===== src/rtl/decode_stage.sv =====
// rtl/decode_stage.sv - RV32I decode stage with register file, hazard stall and branch squash
//
// Purpose: decodes the IF/ID instruction word and reads its operands from a 32x32
// register file. An optional writeback bypass is included. The stage detects
// load-use hazards and kills two wrong-path slots after a taken branch. All
// decoded fields are registered into the ID/EX pipeline register.
//
// Ports:
//   clk                 sole clock, rising edge
//   rst                 active-low reset, asynchronous assert
//   if_id_instr_data    instruction word from fetch
//   if_id_pc            PC of that instruction
//   ex_if_take_branch   taken branch/jump in EX (squash)
//   wb_id_reg_write     writeback enable
//   wb_id_rd            writeback destination register
//   wb_id_data          writeback data
//   id_stall            load-use hazard; fetch holds PC and IF/ID
//   id_ex_*             ID/EX pipeline register contents
module decode_stage #(
  parameter int WB_BYPASS = 1
) (
  input  logic        clk,
  input  logic        rst,
  input  logic [31:0] if_id_instr_data,
  input  logic [31:0] if_id_pc,
  input  logic        ex_if_take_branch,
  input  logic        wb_id_reg_write,
  input  logic [4:0]  wb_id_rd,
  input  logic [31:0] wb_id_data,
  output logic        id_stall,
  output logic        id_ex_valid,
  output logic [31:0] id_ex_pc,
  output logic [31:0] id_ex_imm,
  output logic [31:0] id_ex_rs1_data,
  output logic [31:0] id_ex_rs2_data,
  output logic [4:0]  id_ex_rs1,
  output logic [4:0]  id_ex_rs2,
  output logic [4:0]  id_ex_rd,
  output logic [6:0]  id_ex_opcode,
  output logic [2:0]  id_ex_funct3,
  output logic        id_ex_funct7b5,
  output logic        id_ex_mem_read,
  output logic        id_ex_mem_write,
  output logic        id_ex_reg_write
);

  localparam logic [6:0] OP_R      = 7'b0110011;
  localparam logic [6:0] OP_IMM    = 7'b0010011;
  localparam logic [6:0] OP_LOAD   = 7'b0000011;
  localparam logic [6:0] OP_JALR   = 7'b1100111;
  localparam logic [6:0] OP_STORE  = 7'b0100011;
  localparam logic [6:0] OP_BRANCH = 7'b1100011;
  localparam logic [6:0] OP_LUI    = 7'b0110111;
  localparam logic [6:0] OP_AUIPC  = 7'b0010111;
  localparam logic [6:0] OP_JAL    = 7'b1101111;

  localparam bit BYPASS = (WB_BYPASS != 0);

  logic [31:0] instr;
  logic [6:0]  opcode;
  logic [4:0]  rd;
  logic [4:0]  rs1;
  logic [4:0]  rs2;
  logic [31:0] imm;
  logic        mem_read;
  logic        mem_write;
  logic        reg_write;
  logic        rs1_used;
  logic        rs2_used;
  logic [31:0] rs1_data;
  logic [31:0] rs2_data;
  logic        flush_pending;
  logic        bubble;
  logic [31:0] regs [0:31];

  assign instr  = if_id_instr_data;
  assign opcode = instr[6:0];
  assign rd     = instr[11:7];
  assign rs1    = instr[19:15];
  assign rs2    = instr[24:20];

  // Immediate generation, sign-extended by format
  always_comb begin
    imm = '0;
    case (opcode)
      OP_IMM, OP_LOAD, OP_JALR: imm = {{20{instr[31]}}, instr[31:20]};
      OP_STORE:                 imm = {{20{instr[31]}}, instr[31:25], instr[11:7]};
      OP_BRANCH:                imm = {{19{instr[31]}}, instr[31], instr[7], instr[30:25], instr[11:8], 1'b0};
      OP_LUI, OP_AUIPC:         imm = {instr[31:12], 12'h000};
      OP_JAL:                   imm = {{11{instr[31]}}, instr[31], instr[19:12], instr[20], instr[30:21], 1'b0};
      default:                  imm = '0;
    endcase
  end

  always_comb begin
    mem_read  = (opcode == OP_LOAD);
    mem_write = (opcode == OP_STORE);
    reg_write = 1'b0;
    case (opcode)
      OP_R, OP_IMM, OP_LOAD, OP_LUI, OP_AUIPC, OP_JAL, OP_JALR: reg_write = 1'b1;
      default:                                                 reg_write = 1'b0;
    endcase
    if (rd == 5'd0) reg_write = 1'b0;
  end

  // Only fields that are real register specifiers may raise a hazard;
  // e.g. the immediate bits of LUI overlap the rs1 field.
  assign rs2_used = (opcode == OP_R) || (opcode == OP_STORE) || (opcode == OP_BRANCH);
  assign rs1_used = !((opcode == OP_LUI) || (opcode == OP_AUIPC) || (opcode == OP_JAL));

  // Operand read; a same-cycle writeback wins over the stale array value
  always_comb begin
    rs1_data = regs[rs1];
    if (BYPASS && wb_id_reg_write && (wb_id_rd == rs1)) rs1_data = wb_id_data;
    if (rs1 == 5'd0) rs1_data = '0;
  end

  always_comb begin
    rs2_data = regs[rs2];
    if (BYPASS && wb_id_reg_write && (wb_id_rd == rs2)) rs2_data = wb_id_data;
    if (rs2 == 5'd0) rs2_data = '0;
  end

  // Squash takes priority: a wrong-path instruction must not hold fetch
  assign id_stall = !ex_if_take_branch && id_ex_valid && id_ex_mem_read && (id_ex_rd != 5'd0) &&
                    ((rs1_used && (rs1 == id_ex_rd)) || (rs2_used && (rs2 == id_ex_rd)));

  assign bubble = ex_if_take_branch || flush_pending || id_stall;

  always_ff @(posedge clk or negedge rst) begin
    if (!rst) begin
      for (int i = 0; i < 32; i++) regs[i] <= '0;
    end else if (wb_id_reg_write && (wb_id_rd != 5'd0)) begin
      regs[wb_id_rd] <= wb_id_data;
    end
  end

  always_ff @(posedge clk or negedge rst) begin
    if (!rst) begin
      flush_pending   <= 1'b0;
      id_ex_valid     <= 1'b0;
      id_ex_pc        <= '0;
      id_ex_imm       <= '0;
      id_ex_rs1_data  <= '0;
      id_ex_rs2_data  <= '0;
      id_ex_rs1       <= '0;
      id_ex_rs2       <= '0;
      id_ex_rd        <= '0;
      id_ex_opcode    <= '0;
      id_ex_funct3    <= '0;
      id_ex_funct7b5  <= 1'b0;
      id_ex_mem_read  <= 1'b0;
      id_ex_mem_write <= 1'b0;
      id_ex_reg_write <= 1'b0;
    end else begin
      // A taken branch kills this slot and the next one; a branch while
      // already pending simply re-arms the second kill.
      flush_pending   <= ex_if_take_branch;
      // Data fields always follow IF/ID; only valid and controls are bubbled
      id_ex_pc        <= if_id_pc;
      id_ex_imm       <= imm;
      id_ex_rs1_data  <= rs1_data;
      id_ex_rs2_data  <= rs2_data;
      id_ex_rs1       <= rs1;
      id_ex_rs2       <= rs2;
      id_ex_rd        <= rd;
      id_ex_opcode    <= opcode;
      id_ex_funct3    <= instr[14:12];
      id_ex_funct7b5  <= instr[30];
      id_ex_valid     <= !bubble;
      id_ex_mem_read  <= !bubble && mem_read;
      id_ex_mem_write <= !bubble && mem_write;
      id_ex_reg_write <= !bubble && reg_write;
    end
  end

endmodule


===== config.mk =====
export PLATFORM = sky130hd
export DESIGN_NAME = decode_stage
export DESIGN_NICKNAME = d
export VERILOG_FILES = /design/src/rtl/decode_stage.sv
export SDC_FILE = /design/constraint.sdc
export NUM_CORES = 2
export LEC_CHECK = 0
export CAP_MARGIN = 25
export CORE_MARGIN = 2
export CORE_UTILIZATION = 61
export CTS_CLUSTER_SIZE = 28
export DETAILED_ROUTE_END_ITERATION = 12
export PLACE_DENSITY = 0.8
export SLEW_MARGIN = 5
export SYNTH_ARGS = -nofsm -noshare
export SYNTH_HDL_FRONTEND = slang
export SYNTH_SLANG_ARGS = --single-unit

===== constraint.sdc =====
create_clock -name clk -period 2.25 [get_ports clk]
set_input_delay 0.225 -clock clk [delete_from_list [all_inputs] [get_ports clk]]
set_output_delay 0.225 -clock clk [all_outputs]
set_load 0.02 [all_outputs]

== Word level (Yosys, flattened, before mapping) ==
Cells that the tools add are included.
Cells by class
  magnitude comparators: 4
  equal/unequal tests: 13
  muxes and demuxes: 16
  bitwise operators: 3
  reduce and logical (&&, ||, !) cells: 31
Operator list (count)
  1024-bit bitwise mux: 1
  32-bit binary-select mux with 5-bit select: 2
  32-bit 2-to-1 mux: 9
  32-bit demux with 5-bit select: 1
  32-bit one-hot mux with 5 select lines: 1
  7-bit by 6-bit equality test with 1-bit output (second input constant): 3
  7-bit equality test (second input constant): 3
  5-bit equality test: 4
  6-bit >= comparator (second input constant): 3
  5-bit inverter with 6-bit output: 3
  5-bit logical NOT: 3
  7-bit by 5-bit equality test with 1-bit output (second input constant): 2
  1-bit logical AND: 13
  5-bit nonzero test: 2
  7-bit by 2-bit equality test with 1-bit output (second input constant): 1
  1-bit logical OR: 7
  7-bit OR reduction: 1
  6-bit by 1-bit less-than comparator with 1-bit output (second input constant): 1
  1-bit logical NOT: 3
  3-bit OR reduction: 1
  1-bit 2-to-1 mux: 2
  2-bit OR reduction: 1
Word-level totals
  register bits: 1183
  input port bits: 105
  output and inout bits: 159
  word-level logic and storage cells: 114

== Longest topological paths before layout ==
  depth in word-level cells: 10
  depth in mapped cells: 9
  mapped depth without buffers: 5

== Least setup slack after synthesis ==
OpenSTA, ideal clock, no wires.
  kind: input port to flip-flop
  from: input port if_id_instr_data[21]
  to: register id_ex_rs2_data[15]
  library setup time: 0.126 ns
  arrival: 1.767 ns
  slack: 0.357 ns
  cell stages on the path: 7
  cell sequence: buf_2 buf_2 buf_1 mux4_2 a22oi_1 nand2_1 a221o_1
Between the ends
  word-level cells in the longest chain between the ends: 6
Ends and longest elaborated chain
  start: declaration: RTL line 24  | input logic [31:0] if_id_instr_data,
  5-bit inverter with 6-bit output (implied by the code): RTL line 119  | rs2_data = regs[rs2];
  32-bit binary-select mux with 5-bit select: RTL line 119
  32-bit 2-to-1 mux (implied by the code) (2 in series): RTL line 119
  32-bit 2-to-1 mux: RTL line 120  | if (BYPASS && wb_id_reg_write && (wb_id_rd == rs2)) rs2_data = wb_id_data;
  32-bit 2-to-1 mux *: RTL line 121  | if (rs2 == 5'd0) rs2_data = '0;
  via rs2_data[15]: RTL line 71  | logic [31:0] rs2_data;
  end signal: assignment: RTL line 163  | id_ex_rs2_data <= rs2_data;
  end: declaration: RTL line 35  | output logic [31:0] id_ex_rs2_data,
Mark *: on every way through the listed nets, which the timed path passes. The rest lies on a longest branch. The select of a mux whose other input is x is not followed.
A chain may end at the register's enable or synchronous reset.

== Worst setup path after layout ==
  from: register id_ex_rd[2]
  to: output port id_stall
Between the ends
  word-level cells in the longest chain between the ends: 4
Ends and longest elaborated chain
  start: declaration: RTL line 38  | output logic [4:0] id_ex_rd,
  start signal: assignment: RTL line 166  | id_ex_rd <= rd;
  5-bit equality test: RTL line 126  | ((rs1_used && (rs1 == id_ex_rd)) || (rs2_used && (rs2 == id_ex_rd)));
  1-bit logical AND: RTL line 126
  1-bit logical OR: RTL line 126
  1-bit logical AND *: RTL line 125  | assign id_stall = !ex_if_take_branch && id_ex_valid && id_ex_mem_read && (id_ex_rd != 5'd0) &&
  end: declaration: RTL line 30  | output logic id_stall,
Mark *: on every way between the ends. The rest lies on a longest branch, timed or not.

==> impl_metrics.py <==
metrics = {
    "outcome": {
        "outcome": "finished, violations left",
        "violations": "setup timing",
    },
    "sta": {
        "skew_ns": 0.0283,
        "maxSlewHeadroom_pct": 60.1,
        "final-setup-viol-count": 1,
        "hold_viol": 0,
        "worst_slew_pin_slew_ns": 0.593,
        "layout_setup_ws_ns": -0.189,
        "holdWs_ns": 0.00520,
        "fmax_ghz": 0.410,
        "rsz0062_at_grt": "true",
        "period_share_pct": 108,
        "slew_violations": 0,
        "post-route-min-period_ns": 2.44,
    },
    "global_routing": {
        "grt_pass1_vias": 42970,
        "grt_usage_pct": 36.7,
        "grt_pass1_wl_um": 270000,
        "grt_max_degree": 81,
        "antenna_found_initial": 2,
        "overflow": 0,
    },
    "clocking": {
        "clkSinkCount": 1183,
        "cts_htree_levels": 4,
        "cts_buffers": 130,
        "cts_root_buf": "clkbuf_16",
        "insertion_delay_ns": 0.75,
        "tritoncts": "built",
        "cts.clk_slew.worst_paths_ns": 0.06,
        "cts.path.max_buffers": 3,
    },
    "yosys": {
        "synth-edff-count": 0,
        "yosysMostFrequentCell": "dfrtp_1",
        "ys_ff_latch": 1183,
        "synth_top_cells_by_count": "1183 x dfrtp_1, 968 x mux2_2, 388 x mux4_2",
        "synthTopCellsByArea": "dfrtp_1 50%, mux2_2 19%, mux4_2 15%",
        "yosysSeqAreaShare_pct": 50.3,
        "synth-async-reset-ratio_pct": 100,
        "syn_avg_cell_area_um2": 14.7,
        "synth_area_mm2": 0.0589,
        "syn_nets": 4111,
        "synth_cells": 4006,
        "synth_cell_types": 49,
        "yosysTopAreaCell": "dfrtp_1",
        "yosys_warnings": 0,
        "synth_top_flop_cell": "dfrtp_1",
        "synth_top_area_share_pct": 50.3,
    },
    "min_path": {
        "holdCritPathClass": "in -> async",
    },
    "power_and_ir_drop": {
        "p_per_area_mw_per_mm2": 864,
        "p_leak_nw": 31.1,
        "vdd_ir_drop_max_mv": 0.684,
    },
    "routing": {
        "ant_nets": 0,
        "drt_iter0_markers": 4547,
        "drt-total-wl_um": 179000,
        "viasPerCell": 7.11,
        "route.detailed.wl_per_inst_um": 31.3,
        "vias": 40662,
        "drc_errors": 0,
        "first_pass_iters": 6,
    },
    "die": {
        "start_util_pct": 61.8,
        "rows": 113,
        "die_area_mm2": 0.0991,
        "die_h_um": 315,
        "core_mm2": 0.0953,
        "die_x_um": 315,
        "io_pins": 264,
    },
    "place": {
        "dp_slack_ns": -0.320,
        "io_buffers": 263,
        "place_congestion": 0.868,
        "hpwl_um": 111000,
    },
    "critical_path": {
        "worstSetupStartpointType": "register",
        "end_kind": "output pin",
        "cp.arrival_ns": 2.21,
        "path_max_fanout": 4,
        "worstSetupPathType": "reg -> out",
        "crit_required_ns": 2.03,
    },
    "final_layout": {
        "area_delta_synth_final_pct": 19.9,
        "nets": 4463,
        "layout-drive-gt1-share_pct": 44.2,
    },
    "job": {
        "cap_violations": 0,
    },
}
==> cell type report <==
type / count / area (um^2)
diodes: 1 / 2.50
well taps: 1265 / 1580
fillers: 5771 / 24700
flip-flops and latches: 1183 / 29600
repair buffers: 664 / 7710
multi-input cells: 2375 / 27500
clock buffers: 197 / 3890
inverters: 4 / 18.8
clock inverters: 27 / 310
==> cells by family after synthesis <==
| kind of cell | after synthesis | share of synthesized area, % |
|---|---|---|
| AOI/OAI and AO/OA | 510 | 6.21 |
| and+or+nand+nor | 215 | 1.68 |
| xor gates and xnor gates | 20 | 0.297 |
| DFF | 1183 | 50.3 |
| muxes | 1630 | 38.1 |
| buffers and inverters | 448 | 3.51 |
==> placed cells by master (no fill, tap or decap), types with 31 or more instances in the layout <==
cell and instances:
a21oi_1 34, a221o_1 31, a221oi_1 123, a22oi_1 31, a32o_1 32, buf_12 156, buf_4 204, clkbuf_1 35
clkbuf_16 136, clkdlybuf4s50_1 256, dfrtp_1 1180, dlygate4sd3_1 43, mux2_2 968, mux2i_1 248, mux4_2 388, nand2_1 43
nor2_1 74, o21ai_0 56, o21ai_1 40, o22ai_1 130
==> per-layer routing <==
| metal | track usage, % | routed length (um) | up-vias |
|---|---|---|---|
| met2 | 56.4 | 83800 | 2435 |
| met1 | 49.1 | 67600 | 21398 |
| met5 | 0 | 7 | - |
| met4 | 19.3 | 10200 | 2 |
| li1 | - | - | 16181 |
| met3 | 8.75 | 17500 | 646 |
==> repair_timing <==
item                       4_1_cts  5_1_grt
buffers inserted                 3        2
hold endpoints to repair       953        0
setup endpoints to repair        1        1
gates resized for setup         10        5
pin swaps                        2        5
hold buffers                    43        0
==> flip-flops by register name, summed over array words and instances (netlist names), 3 cells and up <==
signal and count:
id_ex_rs1 5, id_ex_rs2 5, id_ex_pc 32, id_ex_rd 5, id_ex_opcode 7, id_ex_rs2_data 32, id_ex_rs1_data 32, id_ex_funct3 3
regs 1024, id_ex_imm 32
==> worst paths after layout <==
path / from / end / slack [ns] / depth (start not counted)
max: id_ex_rd[2] / id_stall / -0.19 / 5
min: rst / id_ex_pc[16] / 0.005 / 2
max reg2reg: id_ex_rd[2] / id_ex_reg_write / 0.36 / 6
min reg2reg: regs[1015] / regs[1015] / 0.40 / 0
max in group asynchronous: rst / regs[788] / 1.26 / 3
min in group clk: if_id_instr_data[1] / id_ex_opcode[1] / 0.04 / 1
==> where the power goes <==
group	leakage (nW)	total [W]	internal [W]	switching, W
combinational	13.9	0.0119	0.00705	0.00483
sequential	15.1	0.0279	0.0250	0.00284
clock	2.07	0.0212	0.0126	0.00867
==> worst max-delay path, stage by stage (launching register included) <==
cell	delay, ns
dfrtp_1	0.45
xor2_1	0.19
nor2_1	0.22
nand4_1	0.16
a21oi_2	0.29
buf_6	0.16
==> metrics by stage <==
| step | cell area [um^2] | std cells | total power, W | TNS, ns | utilization [%] |
|---|---|---|---|---|---|
| detailed placement | 65900 | 5443 | 0.0397 | -32.23 | 69.2 |
| finish | 70600 | 5716 | 0.0610 | -0.189 | 74.1 |
| global route | 70600 | 5716 | 0.0632 | -0.191 | 74.1 |
| CTS | 70600 | 5713 | 0.0610 | -0.0988 | 74.1 |
| global placement | 65900 | 5443 | 0.0390 | -19.17 | 69.2 |
| floorplan | 58900 | 4006 | 0.0354 | 0 | - |
Power figures use the tool's default switching activity.
